==> config.mk <==
export PLATFORM = sky130hd
export DESIGN_NAME = alu_writeback_buffer
export DESIGN_NICKNAME = d
export VERILOG_FILES = /design/src/rtl/alu_wb_pkg.sv /design/src/rtl/alu_wb_fifo.sv /design/src/rtl/alu_writeback_buffer.sv
export SDC_FILE = /design/constraint.sdc
export NUM_CORES = 1
export LEC_CHECK = 0
export BUFFER_PORTS_ARGS = -buffer_cell sky130_fd_sc_hd__clkbuf_2
export CAP_MARGIN = 0
export CORE_MARGIN = 5
export CORE_UTILIZATION = 55
export DETAILED_ROUTE_END_ITERATION = 7
export GPL_TIMING_DRIVEN = 0
export PLACE_DENSITY = 0.77
export RECOVER_POWER = 100
export SYNTH_ARGS = -nofsm -noshare
export SYNTH_HDL_FRONTEND = slang
export SYNTH_SLANG_ARGS = --single-unit
==> constraint.sdc <==
create_clock -name Clock -period 3.4 [get_ports Clock]
set_input_delay 0.34 -clock Clock [delete_from_list [all_inputs] [get_ports Clock]]
set_output_delay 0.34 -clock Clock [all_outputs]
set_load 0.02 [all_outputs]
==> src/rtl/alu_wb_pkg.sv <==
// alu_wb_pkg: shared constants and types for the ALU writeback buffer.
//   FLAG_*            bit positions of Z C N O inside the 4-bit flag word
//   ALU_WB_DEPTH      default FIFO depth
//   ALU_WB_DEST_W     default destination tag width
//   wb_entry_t        {data, dest} entry at the default tag width
package alu_wb_pkg;
    localparam int FLAG_Z = 3;
    localparam int FLAG_C = 2;
    localparam int FLAG_N = 1;
    localparam int FLAG_O = 0;

    localparam int ALU_WB_DEPTH  = 4;
    localparam int ALU_WB_DEST_W = 3;

    typedef struct packed {
        logic [15:0]              data;
        logic [ALU_WB_DEST_W-1:0] dest;
    } wb_entry_t;
endpackage

==> src/rtl/alu_wb_fifo.sv <==
// alu_wb_fifo: in-order entry storage with a registered head.
//   clk, rst_n         clock, async active-low reset
//   push, pop          write / consume strobes (pre-qualified by the caller)
//   hold_ld            load wdata/wdest into the head registers while the
//                      queue stays empty (keeps "last value" after a bypass)
//   wdata, wdest       entry to write
//   out_valid/out_data/out_dest   head entry, straight from flops
//   count, full        occupancy and full flag
module alu_wb_fifo #(
    parameter  int DEPTH  = 4,
    parameter  int DEST_W = 3,
    localparam int PTR_W  = $clog2(DEPTH),
    localparam int CNT_W  = $clog2(DEPTH + 1)
) (
    input  logic              clk,
    input  logic              rst_n,
    input  logic              push,
    input  logic              pop,
    input  logic              hold_ld,
    input  logic [15:0]       wdata,
    input  logic [DEST_W-1:0] wdest,
    output logic              out_valid,
    output logic [15:0]       out_data,
    output logic [DEST_W-1:0] out_dest,
    output logic [CNT_W-1:0]  count,
    output logic              full
);
    typedef struct packed {
        logic [15:0]       data;
        logic [DEST_W-1:0] dest;
    } entry_t;

    entry_t             mem_q [DEPTH];
    entry_t             mem_d [DEPTH];
    logic [PTR_W-1:0]   wr_ptr_q, wr_ptr_d;
    logic [PTR_W-1:0]   rd_ptr_q, rd_ptr_d;
    logic [CNT_W-1:0]   count_q, count_d;
    logic               out_valid_q, out_valid_d;
    entry_t             out_q, out_d;
    entry_t             wr_entry;

    assign wr_entry = '{data: wdata, dest: wdest};

    always_comb begin
        mem_d = mem_q;
        if (push) mem_d[wr_ptr_q] = wr_entry;

        // DEPTH is a power of two, so pointer overflow is the modulo wrap.
        wr_ptr_d = wr_ptr_q + PTR_W'(push);
        rd_ptr_d = rd_ptr_q + PTR_W'(pop);

        case ({push, pop})
            2'b10:   count_d = count_q + CNT_W'(1);
            2'b01:   count_d = count_q - CNT_W'(1);
            default: count_d = count_q;
        endcase

        // Head registers track the entry at rd_ptr_d after this edge. If the
        // queue is empty once the pop is taken, that entry is the one being
        // written right now and is not yet in mem_q.
        out_d       = out_q;
        out_valid_d = (count_d != '0);
        if (count_d == '0) begin
            if (hold_ld) out_d = wr_entry;
        end else if (count_q == CNT_W'(pop)) begin
            out_d = wr_entry;
        end else begin
            out_d = mem_q[rd_ptr_d];
        end
    end

    always_ff @(posedge clk) begin
        mem_q <= mem_d;
    end

    always_ff @(posedge clk or negedge rst_n) begin
        if (!rst_n) begin
            wr_ptr_q    <= '0;
            rd_ptr_q    <= '0;
            count_q     <= '0;
            out_valid_q <= 1'b0;
            out_q       <= '0;
        end else begin
            wr_ptr_q    <= wr_ptr_d;
            rd_ptr_q    <= rd_ptr_d;
            count_q     <= count_d;
            out_valid_q <= out_valid_d;
            out_q       <= out_d;
        end
    end

    assign out_valid = out_valid_q;
    assign out_data  = out_q.data;
    assign out_dest  = out_q.dest;
    assign count     = count_q;
    assign full      = (count_q == CNT_W'(DEPTH));
endmodule

==> src/rtl/alu_writeback_buffer.sv <==
// alu_writeback_buffer: buffers ALU results ahead of the register-file write
// port and owns the architectural Z C N O flag register.
//   Clock, Reset (async, active-low)
//   InValid/InReady    ALU result handshake; ALUOut, FlagsOut, WF, DestSel
//   OutValid/OutReady  register-file handshake; OutData, OutDest
//   Flags              architectural flags, written on accept when WF=1
//   Count              occupied entries
//   DropErr            sticky: a result was offered while InReady=0
// Optional build macro: ALU_WB_BYPASS_EN -- forwards the input straight to
// the output in the same cycle when the buffer is empty and OutReady=1.
module alu_writeback_buffer
    import alu_wb_pkg::*;
#(
    parameter int DEPTH  = ALU_WB_DEPTH,
    parameter int DEST_W = ALU_WB_DEST_W
) (
    input  logic                       Clock,
    input  logic                       Reset,
    input  logic                       InValid,
    output logic                       InReady,
    input  logic [15:0]                ALUOut,
    input  logic [3:0]                 FlagsOut,
    input  logic                       WF,
    input  logic [DEST_W-1:0]          DestSel,
    output logic                       OutValid,
    input  logic                       OutReady,
    output logic [15:0]                OutData,
    output logic [DEST_W-1:0]          OutDest,
    output logic [3:0]                 Flags,
    output logic [$clog2(DEPTH+1)-1:0] Count,
    output logic                       DropErr
);
    logic                       full;
    logic                       accept;
    logic                       bypass;
    logic                       fifo_valid;
    logic [15:0]                fifo_data;
    logic [DEST_W-1:0]          fifo_dest;
    logic [$clog2(DEPTH+1)-1:0] count;
    logic [3:0]                 flags_q, flags_d;
    logic                       drop_err_q, drop_err_d;

    // Ready depends only on occupancy: a full buffer refuses even when the
    // head is being drained this cycle.
    assign InReady = !full;
    assign accept  = InValid & InReady;

`ifdef ALU_WB_BYPASS_EN
    assign bypass = accept & OutReady & (count == '0);
`else
    assign bypass = 1'b0;
`endif

    alu_wb_fifo #(
        .DEPTH  (DEPTH),
        .DEST_W (DEST_W)
    ) u_fifo (
        .clk       (Clock),
        .rst_n     (Reset),
        .push      (accept & !bypass),
        .pop       (fifo_valid & OutReady),
        .hold_ld   (bypass),
        .wdata     (ALUOut),
        .wdest     (DestSel),
        .out_valid (fifo_valid),
        .out_data  (fifo_data),
        .out_dest  (fifo_dest),
        .count     (count),
        .full      (full)
    );

    always_comb begin
        flags_d    = flags_q;
        drop_err_d = drop_err_q | (InValid & !InReady);
        // A bypassed result is still an accepted result for flag purposes.
        if (accept && WF) flags_d = FlagsOut;
    end

    always_ff @(posedge Clock or negedge Reset) begin
        if (!Reset) begin
            flags_q    <= 4'b0000;
            drop_err_q <= 1'b0;
        end else begin
            flags_q    <= flags_d;
            drop_err_q <= drop_err_d;
        end
    end

    assign OutValid = fifo_valid | bypass;
    assign OutData  = bypass ? ALUOut  : fifo_data;
    assign OutDest  = bypass ? DestSel : fifo_dest;
    assign Flags    = flags_q;
    assign Count    = count;
    assign DropErr  = drop_err_q;
endmodule

# After elaboration in Yosys (flattened, before gate mapping)
# Cells that the tools add are included.
# word_totals
output_inout_bits	29
latchBits	0
mem_bits_rw	0
in_bits	28
ff_bits	108
romBits	0
word_cells	46
n_memories	0
# op_classes
reduce_logical	5
eq_ne	4
addsub	4
n_bitwise	6
shifts	0
order_cmp	3
div	0
n_mul	0
n_mux	8
# op_table
op	n
76-bit bitwise mux	1
19-bit two-way mux	4
19-bit binary-select mux with 2-bit select	1
19-bit demux with 2-bit select	1
3-bit >= comparator (second input constant)	2
2-bit NOT with 3-bit output	2
3-bit one-hot mux with 2 select lines	1
2-bit by 1-bit adder with 2-bit output	2
3-bit by 1-bit adder with 3-bit output (second input constant)	1
1-bit bitwise AND	3
3-bit by 1-bit equality test with 1-bit output	1
3-bit equality test (second input constant)	1
3-bit zero test	1
3-bit by 1-bit less-than comparator with 1-bit output (second input constant)	1
3-bit nonzero test	1
3-bit by 1-bit subtractor with 3-bit output (second input constant)	1
2-bit by 1-bit equality test with 1-bit output (second input constant)	1
2-bit equality test (second input constant)	1
1-bit logical AND	2
1-bit zero test	1
1-bit bitwise OR	1

# Logic depth before layout (Yosys ltp)
# Gate-level depths: netlist (run 1).
# depth
ltp_word	7
mapped_depth	11

# By module
# A second synthesis (run 1) with hierarchy kept.
# unflattened
cells_unflattened	217
hier_area_um2	4255.3
# by_module_without_submodules
mod	instances	area_each_um2	cells_each	seq_area_each_um2
alu_wb_fifo	1	4018.9	202	2957.8
alu_writeback_buffer	1	236.5	15	125.1

# Worst setup path after synthesis (run 1)
# Ideal clock, no wire load.
# synth_timing
kind	reg2reg
startpoint	register u_fifo.count_q[0] (netlist: u_fifo.count[0])
endpoint	register u_fifo.out_q, in the netlist u_fifo.out_data[0]
stages_incl_launch_ff	12
arrival_ns	2.781
setup_time_ns	0.125
slack_ns	0.494
path_cell_list	dfrtp_1 > nor3b_1 > inv_1 > nand2_1 > ha_1 > inv_1 > fa_1 > xor2_1 > or3_1 > and4bb_2 > buf_2 > mux2_2
# synth_between
elab_chain_cells	6
elab_cells_between_ends	11
cone_classes	add/sub (2); eq/ne (4); mux (2); bitwise (1); reduce/logical (2)
# synth_rtl
element	line	text
start: declaration	alu_wb_fifo.sv:37	logic [CNT_W-1:0] count_q, count_d;
start signal: assignment	alu_wb_fifo.sv:86	count_q <= count_d;
3-bit equality test *	alu_wb_fifo.sv:96	assign full = (count_q == CNT_W'(DEPTH));
1-bit zero test *	alu_writeback_buffer.sv:45	assign InReady = !full;
named net InReady	alu_writeback_buffer.sv:20	output logic InReady,
1-bit bitwise AND *	alu_writeback_buffer.sv:46	assign accept = InValid & InReady;
2-bit by 1-bit equality test with 1-bit output / 2-bit equality test (equally long branches)	alu_wb_fifo.sv:52	case ({push, pop})
3-bit one-hot mux with 2 select lines *	alu_wb_fifo.sv:52	
3-bit zero test *	alu_wb_fifo.sv:63	if (count_d == '0) begin
end signal: assignment	alu_wb_fifo.sv:88	out_q <= out_d;
end: declaration	alu_wb_fifo.sv:39	entry_t out_q, out_d;
# Mark *: on every way through the listed nets, which the timed path passes. The rest lies on a longest branch.
# A chain may end at the register's enable or synchronous reset.

# Worst setup path after layout (run 1)
# layout_timing
startpoint	register u_fifo.count_q[0] (netlist: u_fifo.count[0])
endpoint	register u_fifo.out_q, in the netlist u_fifo.out_data[0]
# layout_between
elab_chain_cells	6
elab_cells_between_ends	11
cone_classes	add/sub (2); eq/ne (4); mux (2); bitwise (1); reduce/logical (2)
# layout_rtl
element	line
3-bit equality test	alu_wb_fifo.sv:96
1-bit zero test	alu_writeback_buffer.sv:45
1-bit bitwise AND	alu_writeback_buffer.sv:46
2-bit by 1-bit equality test with 1-bit output / 2-bit equality test (equally long branches)	alu_wb_fifo.sv:52
3-bit one-hot mux with 2 select lines	alu_wb_fifo.sv:52
3-bit zero test	alu_wb_fifo.sv:63
# Several ways; a longest one is shown, not always the timed one.

==> results of run 1 <==
==> report_power, final <==
group	internal [mW]	switching, mW
sequential	1.82	0.145
combinational	0.984	0.995
clock	0.413	0.402
total	3.22	1.54
==> synthesized netlist by cell type (2+ instances only) <==
master,count,area [um^2]
dfrtp_1,32,801
nor2_1,2,7.51
ha_1,3,37.5
buf_2,2,10.0
xor2_1,3,26.3
nand2_1,4,15.0
inv_1,6,22.5
mux4_1,9,236
mux2_2,42,473
edfxtp_1,76,2280
and3_1,2,12.5
mux4_2,10,225
nor3b_1,2,15.0
==> worst max-delay path by stage <==
stage / start / end / slack [ns] / cells after the start
detailed placement: u_fifo.count[0] / u_fifo.out_data[0] / 0.27 / 11
floorplan: u_fifo.count[0] / u_fifo.out_data[0] / 0.49 / 11
finish: u_fifo.count[0] / u_fifo.out_data[0] / 0.28 / 11
global placement: u_fifo.count[2] / u_fifo.mem_q[28] / -0.39 / 4
CTS: u_fifo.count[0] / u_fifo.out_data[0] / 0.25 / 11
global route: u_fifo.count[0] / u_fifo.out_dest[2] / 0.08 / 11
==> layout by cell type (no fill, tap or decap), drive strengths merged <==
| cell type | instances |
|---|---|
| or3 | 1 |
| dfrtp | 32 |
| mux2 | 42 |
| xor2 | 3 |
| ha | 3 |
| clkbuf | 73 |
| xnor2 | 1 |
| mux2i | 1 |
| bufinv | 2 |
| a21o | 1 |
| edfxtp | 76 |
| and4bb | 1 |
| buf | 5 |
| and3 | 2 |
| inv | 6 |
| fa | 1 |
| o21ai | 2 |
| clkinvlp | 1 |
| mux4 | 19 |
| nor2 | 2 |
| clkinv | 2 |
| nand2 | 4 |
| nor3 | 1 |
| a21oi | 1 |
| and2 | 1 |
| nor3b | 2 |
==> final cells by class <==
type / count / area, um^2 / area share
repair buffers: 60 / 234 / 0.0480
inverters: 6 / 22.5 / 0.00462
clock inverters: 5 / 76.3 / 0.0157
flip-flops and latches: 108 / 3080 / 0.632
plain buffers: 7 / 56.3 / 0.0116
multi-input cells: 88 / 1140 / 0.235
clock buffers: 11 / 131 / 0.0270
well taps: 102 / 128 / 0.0262
==> cell families (layout without fill, tap and decap cells) <==
family / Yosys count / count (layout) / synth area share
DFF: 108 / 108 / 0.716
AOI/OAI and AO/OA: 4 / 4 / 0.00610
muxes: 62 / 62 / 0.219
buffers and inverters: 13 / 89 / 0.0183
adders and majority gates: 4 / 4 / 0.0134
and+or+nand+nor: 14 / 14 / 0.0186
xor gates and xnor gates: 4 / 4 / 0.00814
==> state kept, by name, summed over array words and instances, names as in the netlist <==
register	count
u_fifo.mem_q	76
u_fifo.out_data	16
Flags	4
u_fifo.count	3
u_fifo.out_dest	3
u_fifo.rd_ptr_q	2
u_fifo.wr_ptr_q	2
DropErr	1
u_fifo.out_valid	1
==> worst max-delay path, cell delays in order, from the launching register on <==
cell and delay (ns):
dfrtp_1 0.47, nor3b_1 0.32, inv_1 0.09, nand2_1 0.15, ha_1 0.21, inv_1 0.06
fa_1 0.37, xor2_1 0.16, o21ai_0 0.21, and4bb_2 0.27, clkbuf_2 0.31, mux2_2 0.39
==> per-layer routing <==
metal	share of wire	GRT usage	vias up
met2	0.51	0.274	60
met3	0.042	0.0361	4
met1	0.44	0.242	1126
met4	0.0072	0.0473	0
met5	0	0	-
li1	-	-	968
==> results.ini, run 1 <==
[run_status]
status = finished with violations
violations = max-capacitance violations, max-slew violations

[cts]
cts_setup_buffers = 0
cts_sinks = 108
htree_levels = 3
root_buffer = clkbuf_8
clk_latency_ns = 0.35
cts_resized = 0
cts_max_path_buffers = 2
cts_made_buffers = 9
holdBufCountCts = 0
cts_tree = done
clk_pin_slew_ns = 0.09

[detailed_routing]
vias = 2158
drt_iter0_markers = 80
post_drt_wl_per_cell_um = 19.8
first_pass_iters = 4
viasPerCell = 5.58
postRouteAntennaNets = 0
drc = 0
drt-total-wl_um = 7640

[placement]
io_buffers = 56
gp_congestion = 0.759
place_ws_ns = 0.273
dp_cells = 371
place.detailed.hpwl_um = 5010
placed_area_mm2 = 0.00479

[sta]
slew_headroom = -0.275
drv_slew = 44
fin_ws_ns = 0.281
fin_crit_ns = 3.12
worst_pin_slew_ns = 1.91
hold_viol = 0
fmax_mhz = 321
rsz0062_at_grt = no
skew_ns = 0.0130
period_share = 0.917
hold_slack_ns = 0.205
finalSetupViolations = 0
tns_ns = 0

[floorplan]
die_h_um = 98.5
die_w_um = 98.5
start_util = 0.560
rows = 32
pin_count = 57
core-area_mm2 = 0.00769
die_area_mm2 = 0.00970

[cells_and_area]
syn_to_final_growth_pct = 13.2
fin_area_mm2 = 0.00487
final_cells = 387
diodes = 0
drive_gt1_frac = 0.277
fill_cells = 586
post-route-util = 0.634
nets = 312

[run]
cap_violations = 2

[worst_setup_path]
r2r_cells = 11
end_kind = flop
r2r_slack_ns = 0.28
reg2reg_to = u_fifo.out_data[0]
worstPathArrival_ns = 3.36
startpoint_type = flop
worstSetupPathType = reg -> reg
worstPathRequired_ns = 3.64
worstPathMaxFanout = 10
rr_startpoint = u_fifo.count[0]

[hold_path]
min-delay-start = InValid
min_to = DropErr
holdPathStages = 2
min_path_type = in -> reg

[grt]
antenna_found_initial = 0
grt_pass1_wl_um = 12600
first_global_vias = 2345
grt_usage = 0.171
grt_max_degree = 33
globalRouteOverflowTotal = 0

[synthesis]
synth_warnings = 0
synth_seq_cells = 108
synth_area_mm2 = 0.00431
ys_types = 29
synth_edf_count = 76
async_flop_share = 0.296
synth.yosys.seq_area_share = 0.716
synth.avg_cell_area_um2 = 20.6
ys.flop_type = edfxtp_1
synthesis.instances = 209
syn_nets = 241

[power]
power.density_mw_per_mm2 = 976
p_leak_nw = 1.74
total_power_mw = 4.76
vdd_ir_drop_max_uv = 711

(Power assumes the default switching activity.)
==> run 2, diff against run 1 <==
--- a/config.mk
+++ b/config.mk
@@ -12,7 +12,7 @@
 export DETAILED_ROUTE_END_ITERATION = 7
 export GPL_TIMING_DRIVEN = 0
 export PLACE_DENSITY = 0.77
-export RECOVER_POWER = 100
+export RECOVER_POWER = 25
 export SYNTH_ARGS = -nofsm -noshare
 export SYNTH_HDL_FRONTEND = slang
 export SYNTH_SLANG_ARGS = --single-unit
==> constraint.sdc (replaced) <==
create_clock -name Clock -period 3.53 [get_ports Clock]
set_input_delay 0.353 -clock Clock [delete_from_list [all_inputs] [get_ports Clock]]
set_output_delay 0.353 -clock Clock [all_outputs]
set_load 0.02 [all_outputs]
==> run 2 against run 1 <==
Net effect: the flow now finishes without violations; total power down 1.8%; die area stayed put; highest routed layer unchanged; critical path depth unchanged; sequential cell count unchanged; hold slack got worse by 0.095 ns; critical endpoint unchanged; global-route usage did not move; core utilization increased by 1.3 points.
==> results.ini, run 2 (synthesis results as in run 1) <==
[run_status]
status = finished, final reports clean  ; was finished with violations

[placement]
io_buffers = 56  ; unchanged
gp_congestion = 0.759  ; unchanged
place.detailed.hpwl_um = 5010  ; unchanged

[worst_setup_path]
reg2reg_to = u_fifo.out_data[0]  ; unchanged
r2r_slack_ns = 0.40  ; was 0.28 ns
r2r_cells = 11  ; unchanged
worstPathArrival_ns = 3.37  ; was 3.36 ns
worstPathMaxFanout = 10  ; unchanged
worstSetupPathType = reg -> reg  ; unchanged
rr_startpoint = u_fifo.count[0]  ; unchanged
worstPathRequired_ns = 3.77  ; was 3.64 ns
end_kind = flop  ; unchanged
startpoint_type = flop  ; unchanged

[cells_and_area]
drive_gt1_frac = 0.414  ; was 0.277
final_cell_mix = edfxtp_1 (76), mux2_2 (42), clkbuf_2 (39)  ; was edfxtp_1 (76), clkbuf_1 (56), mux2_2 (42)
fill_cells = 560  ; was 586
diodes = 0  ; unchanged
largest_reg_flops = 76  ; unchanged
regMostFlops = u_fifo.mem_q  ; unchanged
syn_to_final_growth_pct = 15.6  ; was 13.2%
layout_commonest_cell = edfxtp_1  ; unchanged
nets = 312  ; unchanged
post-route-util = 0.647  ; was 0.634

[floorplan]
die_h_um = 98.5  ; unchanged
die_w_um = 98.5  ; unchanged
core-area_mm2 = 0.00769  ; unchanged
pin_count = 57  ; unchanged
start_util = 0.560  ; unchanged
rows = 32  ; unchanged
die_area_mm2 = 0.00970  ; unchanged

[grt]
grt_pass1_wl_um = 12600  ; unchanged
first_global_vias = 2345  ; unchanged
grt_usage = 0.171  ; unchanged
grt_max_degree = 33  ; unchanged
antenna_found_initial = 0  ; unchanged
globalRouteOverflowTotal = 0  ; unchanged

[cts]
clk_pin_slew_ns = 0.10  ; was 0.09 ns
cts_max_path_buffers = 2  ; unchanged
cts_setup_buffers = 0  ; unchanged
cts_tree = done  ; unchanged
cts_sinks = 108  ; unchanged
root_buffer = clkbuf_8  ; unchanged
cts_made_buffers = 9  ; unchanged
cts_resized = 0  ; unchanged
htree_levels = 3  ; unchanged
clk_latency_ns = 0.35  ; about the same
holdBufCountCts = 0  ; unchanged

[detailed_routing]
drc = 0  ; unchanged
post_drt_wl_per_cell_um = 19.7  ; was 19.8 um
drt-total-wl_um = 7610  ; was 7640 um
first_pass_iters = 4  ; unchanged
postRouteAntennaNets = 0  ; unchanged
vias = 2151  ; was 2158
viasPerCell = 5.56  ; was 5.58
drt_iter0_markers = 66  ; was 80

[power]
p_leak_nw = 1.86  ; was 1.74 nW
vdd_ir_drop_max_uv = 698  ; was 711 uV
power.density_mw_per_mm2 = 939  ; was 976 mW/mm^2

[sta]
skew_ns = 0.0104  ; was 0.0130 ns
rsz0062_at_grt = no  ; unchanged
period_share = 0.888  ; was 0.917
drv_slew = 0  ; was 44
fmax_mhz = 319  ; was 321 MHz
fin_crit_ns = 3.13  ; was 3.12 ns
finalSetupViolations = 0  ; unchanged
worst_pin_slew_ns = 1.08  ; was 1.91 ns
slew_headroom = 0.273  ; was -0.275
hold_slack_ns = 0.110  ; was 0.205 ns
hold_viol = 0  ; unchanged

[hold_path]
min_path_type = in -> async  ; was in -> reg

[run]
cap_violations = 0  ; was 2

==> run 2: metrics by stage <==
stage	area, um^2	setup TNS (ns)	std cells	power, mW	worst slack [ns]
2_1_floorplan	4310	0	209	3.37	0.624
3_3_place_gp	4710	-5.81	367	3.83	-0.259
5_1_grt	4980	0	387	4.95	0.198
6_report	4980	0	387	4.67	0.397
3_5_place_dp	4790	0	371	3.95	0.403
4_1_cts	5000	0	387	4.73	0.382
==> run 2: worst max-delay path by stage <==
stage | slack (ns) | from | cells past startpoint | to
4_1_cts | 0.38 | u_fifo.count[0] | 11 | u_fifo.out_data[0]
5_1_grt | 0.20 | u_fifo.count[0] | 11 | u_fifo.out_dest[2]
3_5_place_dp | 0.40 | u_fifo.count[0] | 11 | u_fifo.out_data[0]
6_report | 0.40 | u_fifo.count[0] | 11 | u_fifo.out_data[0]
3_3_place_gp | -0.26 | u_fifo.count[2] | 4 | u_fifo.mem_q[28]
2_1_floorplan | 0.62 | u_fifo.count[0] | 11 | u_fifo.out_data[0]
==> run 2: final cells by class <==
type                    count  area (um^2)  area share
flip-flops and latches    108         3080       0.619
plain buffers               7         56.3      0.0113
clock inverters             5         76.3      0.0153
inverters                   6         22.5     0.00452
repair buffers             60          324      0.0651
clock buffers              11          131      0.0264
well taps                 102          128      0.0256
multi-input cells          88         1160       0.232
==> run 2: worst max-delay path: stages, from the launching register on <==
cell	delay, ns
dfrtp_1	0.47
nor3b_1	0.32
inv_1	0.10
nand2_1	0.18
ha_1	0.22
inv_1	0.06
fa_1	0.37
xor2_1	0.16
o21ai_0	0.22
and4bb_2	0.27
buf_2	0.28
mux2_2	0.38
==> run 2: power by group <==
| part | internal, mW | switching [mW] | total (mW) |
|---|---|---|---|
| sequential | 1.75 | 0.146 | 1.90 |
| combinational | 1.02 | 0.964 | 1.99 |
| clock | 0.397 | 0.391 | 0.788 |
| total | 3.17 | 1.50 | 4.67 |
==> run 2: routing by layer <==
layer,vias to the layer above,share of wire,GRT usage
li1,974,-,-
met1,1107,0.44,0.242
met2,61,0.50,0.274
met3,9,0.045,0.0361
met4,0,0.012,0.0473
met5,-,0,0
